## config.mk

```make
export PLATFORM = sky130hd
export DESIGN_NAME = cpu_mem_arbiter
export DESIGN_NICKNAME = d
export VERILOG_FILES = /design/src/rtl/cpu_mem_arbiter.sv
export SDC_FILE = /design/constraint.sdc
export NUM_CORES = 1
export LEC_CHECK = 0
export CORE_UTILIZATION = 30
export DETAILED_ROUTE_END_ITERATION = 8
export HOLD_SLACK_MARGIN = 0.03
export PLACE_DENSITY = 0.63
export RECOVER_POWER = 100
export SETUP_SLACK_MARGIN = 0.5
export SLEW_MARGIN = 5
export SYNTH_ARGS = -nofsm -noshare
export SYNTH_HDL_FRONTEND = slang
export SYNTH_SLANG_ARGS = --single-unit
```

## constraint.sdc

```tcl
create_clock -name clk -period 1.6 [get_ports clk]
set_input_delay 0.16 -clock clk [delete_from_list [all_inputs] [get_ports clk]]
set_output_delay 0.16 -clock clk [all_outputs]
set_load 0.05 [all_outputs]
```

## src/rtl/cpu_mem_arbiter.sv

```systemverilog
// ============================================================================
// Module   : cpu_mem_arbiter
// Purpose  : Shares one single-port memory between the instruction-fetch (I)
//            and load/store (D) requesters. Each grant runs one complete
//            transaction: issue, wait for ready, capture data, acknowledge.
//            D has priority. A streak counter bounds consecutive D grants
//            while a fetch is waiting, so that fetch always makes progress.
// Revision : 1.0 - initial release
// ============================================================================
`default_nettype none

module cpu_mem_arbiter #(
  parameter int ADDR_W     = 16,
  parameter int DATA_W     = 16,
  parameter int STREAK_MAX = 4
) (
  input  logic              clk,
  input  logic              rst,
  // instruction-fetch requester
  input  logic              if_req,
  input  logic [ADDR_W-1:0] if_addr,
  output logic [DATA_W-1:0] if_rdata,
  output logic              if_ack,
  // load/store requester
  input  logic              d_req,
  input  logic              d_we,
  input  logic [ADDR_W-1:0] d_addr,
  input  logic [DATA_W-1:0] d_wdata,
  output logic [DATA_W-1:0] d_rdata,
  output logic              d_ack,
  // memory side
  output logic              mem_en,
  output logic              mem_we,
  output logic [ADDR_W-1:0] mem_addr,
  output logic [DATA_W-1:0] mem_wdata,
  input  logic [DATA_W-1:0] mem_rdata,
  input  logic              mem_ready,
  // status
  output logic              busy
);

  localparam int STREAK_W = $clog2(STREAK_MAX + 1);
  localparam logic [STREAK_W-1:0] STREAK_LIM = STREAK_W'(STREAK_MAX);

  typedef enum logic [1:0] {
    IDLE  = 2'd0,
    ACC_I = 2'd1,
    ACC_D = 2'd2,
    RESP  = 2'd3
  } state_t;

  state_t              state;
  logic [STREAK_W-1:0] streak;

  // Busy is decoded from the registered state only.
  assign busy = (state != IDLE);

  // Arbitration, transaction sequencing and all registered outputs.
  always_ff @(posedge clk) begin
    if (rst) begin
      state     <= IDLE;
      streak    <= '0;
      mem_en    <= 1'b0;
      mem_we    <= 1'b0;
      mem_addr  <= '0;
      mem_wdata <= '0;
      if_ack    <= 1'b0;
      d_ack     <= 1'b0;
      if_rdata  <= '0;
      d_rdata   <= '0;
    end else begin
      case (state)
        IDLE: begin
          if (if_req && d_req && (streak == STREAK_LIM)) begin
            // Fetch has waited through the maximum D streak: let it in.
            state     <= ACC_I;
            streak    <= '0;
            mem_en    <= 1'b1;
            mem_we    <= 1'b0;
            mem_addr  <= if_addr;
            mem_wdata <= '0;
          end else if (d_req) begin
            // The streak only counts D grants that actually made I wait.
            state     <= ACC_D;
            streak    <= if_req ? (streak + 1'b1) : '0;
            mem_en    <= 1'b1;
            mem_we    <= d_we;
            mem_addr  <= d_addr;
            mem_wdata <= d_wdata;
          end else if (if_req) begin
            state     <= ACC_I;
            streak    <= '0;
            mem_en    <= 1'b1;
            mem_we    <= 1'b0;
            mem_addr  <= if_addr;
            mem_wdata <= '0;
          end
        end

        ACC_I: begin
          if (mem_ready) begin
            mem_en   <= 1'b0;
            mem_we   <= 1'b0;
            if_rdata <= mem_rdata;
            if_ack   <= 1'b1;
            state    <= RESP;
          end
        end

        ACC_D: begin
          if (mem_ready) begin
            // Writes leave the D read-data register untouched.
            if (!mem_we) begin
              d_rdata <= mem_rdata;
            end
            mem_en <= 1'b0;
            mem_we <= 1'b0;
            d_ack  <= 1'b1;
            state  <= RESP;
          end
        end

        RESP: begin
          if_ack <= 1'b0;
          d_ack  <= 1'b0;
          state  <= IDLE;
        end

        default: begin
          state <= IDLE;
        end
      endcase
    end
  end

endmodule

`default_nettype wire
```

==> flow_summary.html <==
<table>
<tr><th>Metric</th><th>Value</th></tr>
<tr><th colspan="2">Critical path</th></tr>
<tr><td>Bufs and invs on worst path</td><td>1</td></tr>
<tr><td>Critical path, cell by cell</td><td>inv_4 &gt; ha_4 &gt; nor3b_2 &gt; a21o_1 &gt; a211o_1 &gt; a21oi_2</td></tr>
<tr><td>Maximum net fanout on the critical path</td><td>5</td></tr>
<tr><td>WP data required</td><td>1870 ps</td></tr>
<tr><td>Register-to-register setup slack</td><td>140 ps</td></tr>
<tr><td>Worst path arrival time</td><td>1740 ps</td></tr>
<tr><td>R2r endpoint</td><td>state[0]</td></tr>
<tr><td>Element type at the critical path end</td><td>flip-flop</td></tr>
<tr><td>Origin of the critical flop-to-flop path</td><td>state[1]</td></tr>
<tr><td>Critical path launch point type</td><td>flip-flop</td></tr>
<tr><td>CP delay by family, top</td><td>compound AO/OA/AOI/OAI gates</td></tr>
<tr><td>Cell with the largest stage delay on the worst path</td><td>sky130_fd_sc_hd__dfxtp_1</td></tr>
<tr><td>R2R depth</td><td>6</td></tr>
<tr><td>Max incr delay on CP</td><td>390 ps</td></tr>
<tr><td>Class of the most critical setup path</td><td>flip-flop to flip-flop</td></tr>
<tr><th colspan="2">Final layout</th></tr>
<tr><td>Area occupied by registers</td><td>0.00147 mm^2</td></tr>
<tr><td>Fraction of final layout cells with drive strength greater than 1</td><td>0.215</td></tr>
<tr><td>Footprint of the multi-input gates</td><td>0.00158 mm^2</td></tr>
<tr><td>Filler Cell Count</td><td>929</td></tr>
<tr><td>Final core utilization</td><td>0.524</td></tr>
<tr><td>Area delta synth-&gt;final</td><td>67.6%</td></tr>
<tr><td>Diodes inserted</td><td>0</td></tr>
<tr><td>Number of nets in the layout</td><td>608</td></tr>
<tr><th colspan="2">Clock tree</th></tr>
<tr><td>Reg clk slew, reported paths</td><td>80 ps</td></tr>
<tr><td>TritonCTS clock tree</td><td>yes</td></tr>
<tr><td>Clock net sink count</td><td>73</td></tr>
<tr><td>Worst-Skew Late Latency</td><td>350 ps</td></tr>
<tr><td>CTS Hold Bufs</td><td>0</td></tr>
<tr><td>Cts bufs inserted</td><td>9</td></tr>
<tr><td>Clock H-tree levels</td><td>3</td></tr>
<tr><td>Deepest clock path buffer count</td><td>2</td></tr>
<tr><td>Buffer type at the clock tree root</td><td>sky130_fd_sc_hd__clkbuf_8</td></tr>
<tr><th colspan="2">Status</th></tr>
<tr><td>Outcome</td><td>finished clean</td></tr>
<tr><th colspan="2">Logic synthesis</th></tr>
<tr><td>Fraction of synthesis flops using an asynchronous set or reset pin</td><td>0</td></tr>
<tr><td>Sequential fraction of the synthesis area</td><td>0.504</td></tr>
<tr><td>Post-synth net total</td><td>443</td></tr>
<tr><td>Share of the synthesized area in the top cell type</td><td>0.504</td></tr>
<tr><td>Register bit count reported by yosys</td><td>73</td></tr>
<tr><td>Leading area contributor after synthesis</td><td>sky130_fd_sc_hd__dfxtp_1</td></tr>
<tr><td>Count of distinct cell types in the synthesized netlist</td><td>31</td></tr>
<tr><td>Main synth FF type</td><td>sky130_fd_sc_hd__dfxtp_1</td></tr>
<tr><td>Synth cell count leaders</td><td>sky130_fd_sc_hd__nand2_1 (102), sky130_fd_sc_hd__dfxtp_1 (73), sky130_fd_sc_hd__a21oi_1 (68), sky130_fd_sc_hd__nor2_1 (26)</td></tr>
<tr><td>Library cell with the highest instance count after synthesis</td><td>sky130_fd_sc_hd__nand2_1</td></tr>
<tr><td>EDFF count, synth</td><td>0</td></tr>
<tr><td>Mapped Avg Cell Area</td><td>7.93 um^2</td></tr>
<tr><td>Count of warnings emitted by yosys</td><td>0</td></tr>
<tr><td>Cell types with the largest area share after synthesis</td><td>sky130_fd_sc_hd__dfxtp_1 (50%), sky130_fd_sc_hd__nand2_1 (13%), sky130_fd_sc_hd__a21oi_1 (12%)</td></tr>
<tr><td>Combined area of all synthesized cells</td><td>0.00290 mm^2</td></tr>
<tr><td>Post-Synthesis Cells</td><td>366</td></tr>
<tr><th colspan="2">GRT</th></tr>
<tr><td>Aggregate global routing overflow</td><td>0</td></tr>
<tr><td>First-pass GRT wire length</td><td>14500 um</td></tr>
<tr><td>Pin count of the biggest net entering global routing</td><td>54</td></tr>
<tr><td>Initial antenna violation count</td><td>0</td></tr>
<tr><td>GR Util All Layers</td><td>0.185</td></tr>
<tr><td>Number of global-route vias before repair</td><td>3028</td></tr>
<tr><th colspan="2">Timing</th></tr>
<tr><td>Post-Route Skew</td><td>7.18 ps</td></tr>
<tr><td>RSZ-0062 raised after global routing</td><td>yes</td></tr>
<tr><td>Achievable Freq</td><td>683 MHz</td></tr>
<tr><td>Number of max-slew violations in the final report</td><td>0</td></tr>
<tr><td>Max-Slew Margin vs Limit</td><td>0.546</td></tr>
<tr><td>Count of endpoints failing hold in the final timing report</td><td>0</td></tr>
<tr><td>Post-route fraction of the period consumed by the critical path</td><td>0.915</td></tr>
<tr><td>Fin crit period</td><td>1460 ps</td></tr>
<tr><td>Transition time at the pin with the least slew margin</td><td>685 ps</td></tr>
<tr><td>Sum of negative setup slack</td><td>0 ps</td></tr>
<tr><td>Final number of setup-violating endpoints</td><td>0</td></tr>
<tr><th colspan="2">Routing</th></tr>
<tr><td>1st-pass router iterations</td><td>5</td></tr>
<tr><td>Antenna-violating nets left</td><td>0</td></tr>
<tr><td>First DRT Iteration DRCs</td><td>88</td></tr>
<tr><td>Routed WL per cell</td><td>14.5 um</td></tr>
<tr><td>Wire length after detailed routing</td><td>9620 um</td></tr>
<tr><td>Remaining routing DRC violations</td><td>0</td></tr>
<tr><td>Number of vias in the routed layout</td><td>3210</td></tr>
<tr><td>Routed vias/inst</td><td>4.83</td></tr>
<tr><th colspan="2">Power</th></tr>
<tr><td>Switching portion of total power</td><td>0.445</td></tr>
<tr><td>Static Leak</td><td>1.77 nW</td></tr>
<tr><td>Power Total</td><td>8.40 mW</td></tr>
<tr><td>IR drop worst, VDD</td><td>0.936 mV</td></tr>
<tr><td>Sw Pwr</td><td>3.74 mW</td></tr>
<tr><td>Internal power of the cells</td><td>4.66 mW</td></tr>
<tr><td>Power density over cell area</td><td>1730 mW/mm^2</td></tr>
<tr><td>Proportion of power drawn by the clock network</td><td>0.193</td></tr>
<tr><td>Power share of the sequential group</td><td>0.287</td></tr>
<tr><td>Gate power share</td><td>0.520</td></tr>
<tr><th colspan="2">Worst hold path</th></tr>
<tr><td>Class of the worst hold path</td><td>input pin to flip-flop</td></tr>
<tr><td>WHS Endpoint</td><td>if_ack</td></tr>
<tr><td>Cell depth of the worst hold path</td><td>2</td></tr>
<tr><td>Beginning of the worst hold path</td><td>rst</td></tr>
<tr><th colspan="2">Floorplan</th></tr>
<tr><td>Count of pins on the block boundary</td><td>139</td></tr>
<tr><td>Die Outline Area</td><td>0.0101 mm^2</td></tr>
<tr><td>Placeable core region</td><td>0.00928 mm^2</td></tr>
<tr><td>Vertical die dimension</td><td>100 um</td></tr>
<tr><td>Starting density of the core</td><td>0.313</td></tr>
<tr><td>Chip Width</td><td>100 um</td></tr>
<tr><td>Number of standard-cell rows in the floorplan</td><td>35</td></tr>
<tr><th colspan="2">Flow run</th></tr>
<tr><td>Max Cap Violations</td><td>0</td></tr>
<tr><th colspan="2">Place</th></tr>
<tr><td>PortBufs</td><td>138</td></tr>
<tr><td>Detailed placement HPWL</td><td>5970 um</td></tr>
<tr><td>Gpl congestion</td><td>0.756</td></tr>
</table>
-- routing by layer --
| metal | up-vias | GRT usage | share of wire |
|---|---|---|---|
| li1 | 1567 | - | - |
| met1 | 1508 | 0.216 | 0.43 |
| met2 | 125 | 0.316 | 0.48 |
| met3 | 10 | 0.0557 | 0.074 |
| met4 | 0 | 0.0725 | 0.0097 |
| met5 | - | 0 | 0 |
-- worst max-delay path by stage --
stage / start / to / cells after the start
4_1_cts: state[1] / state[0] / 6
3_3_place_gp: d_req / mem_wdata[11] / 7
3_5_place_dp: if_req / mem_wdata[5] / 6
6_report: state[1] / state[0] / 6
5_1_grt: streak[0] / state[1] / 6
2_1_floorplan: state[1] / state[0] / 6
-- worst register-to-register path: stages (launching register included) --
cell	delay (ps)
sky130_fd_sc_hd__dfxtp_1	390
sky130_fd_sc_hd__inv_4	60
sky130_fd_sc_hd__ha_4	170
sky130_fd_sc_hd__nor3b_2	170
sky130_fd_sc_hd__a21o_1	210
sky130_fd_sc_hd__a211o_1	280
sky130_fd_sc_hd__a21oi_2	110
-- placed cells by master, fill, tap and decap left out, types with 2 or more instances in the layout --
cell type,netlist,final
sky130_fd_sc_hd__a211oi_2,0,13
sky130_fd_sc_hd__a21oi_1,68,60
sky130_fd_sc_hd__nand3_2,1,4
sky130_fd_sc_hd__dfxtp_1,73,67
sky130_fd_sc_hd__clkinv_2,0,2
sky130_fd_sc_hd__nand3_1,17,13
sky130_fd_sc_hd__bufinv_16,0,2
sky130_fd_sc_hd__or2_4,0,2
sky130_fd_sc_hd__a21oi_4,0,4
sky130_fd_sc_hd__and2_4,1,2
sky130_fd_sc_hd__a211oi_1,17,4
sky130_fd_sc_hd__ha_1,7,3
sky130_fd_sc_hd__buf_8,0,2
sky130_fd_sc_hd__a22oi_1,3,3
sky130_fd_sc_hd__inv_1,8,2
sky130_fd_sc_hd__o21ai_0,4,3
sky130_fd_sc_hd__nand2_1,102,92
sky130_fd_sc_hd__buf_4,2,18
sky130_fd_sc_hd__nand2_2,0,7
sky130_fd_sc_hd__inv_2,0,4
sky130_fd_sc_hd__nand2_4,0,2
sky130_fd_sc_hd__clkbuf_1,8,71
sky130_fd_sc_hd__buf_12,0,8
sky130_fd_sc_hd__a21oi_2,1,5
sky130_fd_sc_hd__nor2_1,26,25
sky130_fd_sc_hd__ha_4,0,3
sky130_fd_sc_hd__inv_4,0,2
sky130_fd_sc_hd__buf_6,1,6
sky130_fd_sc_hd__clkdlybuf4s50_1,0,67
sky130_fd_sc_hd__clkbuf_8,0,10
sky130_fd_sc_hd__dfxtp_2,0,5
-- power groups by stage --
stage,clock network (mW),logic [mW],registers [mW]
after floorplan,0,1.62,3.55
after global placement,0,4.00,2.45
after detailed placement,0,4.04,2.45
after CTS,1.65,4.50,2.42
after global routing,1.73,4.65,2.45
final,1.63,4.37,2.41
-- cells by family (layout without fill, tap and decap cells) --
logic type | after synthesis | after routing | share of synthesized area
AO/OA/AOI/OAI | 100 | 100 | 0.198
adder cells (fa/ha/maj) | 7 | 7 | 0.0302
buffers and inverters | 33 | 200 | 0.0530
flip-flops | 73 | 73 | 0.504
AND/OR/NAND/NOR | 153 | 156 | 0.215
-- registers in the layout, summed over array words and instances (netlist names) --
name,cells
mem_addr,16
streak,3
mem_we,1
if_rdata,16
mem_wdata,16
mem_en,1
d_ack,1
if_ack,1
state,2
d_rdata,16
-- area by class of cell --
class                      count  area share
clock buffer                  11      0.0291
multi-input combinational    263       0.324
sequential                    73       0.303
clock inverter                 5      0.0162
inverter                       8     0.00721
timing repair buffer         176       0.288
tap                          129      0.0332
-- metrics by stage --
stage                     cells  instance area, um^2  worst slack, ps  hold slack (ps)
after detailed placement    622                 4470             6.95              449
after global routing        665                 4860             68.1              235
after CTS                   655                 4960              191              226
after global placement      622                 4470             41.7              440
after floorplan             366                 3070              279              291
final                       665                 4860              136              231
-- what timing repair did --
item | 4_1_cts | 5_1_grt
buffers inserted | 13 | 7
pin swaps | 27 | 18
endpoints found under the setup margin | 75 | 86
gates cloned | 4 | 3
resized for setup | 35 | 43
endpoints found under the hold margin | 0 | 0
(Power assumes the default switching activity.)
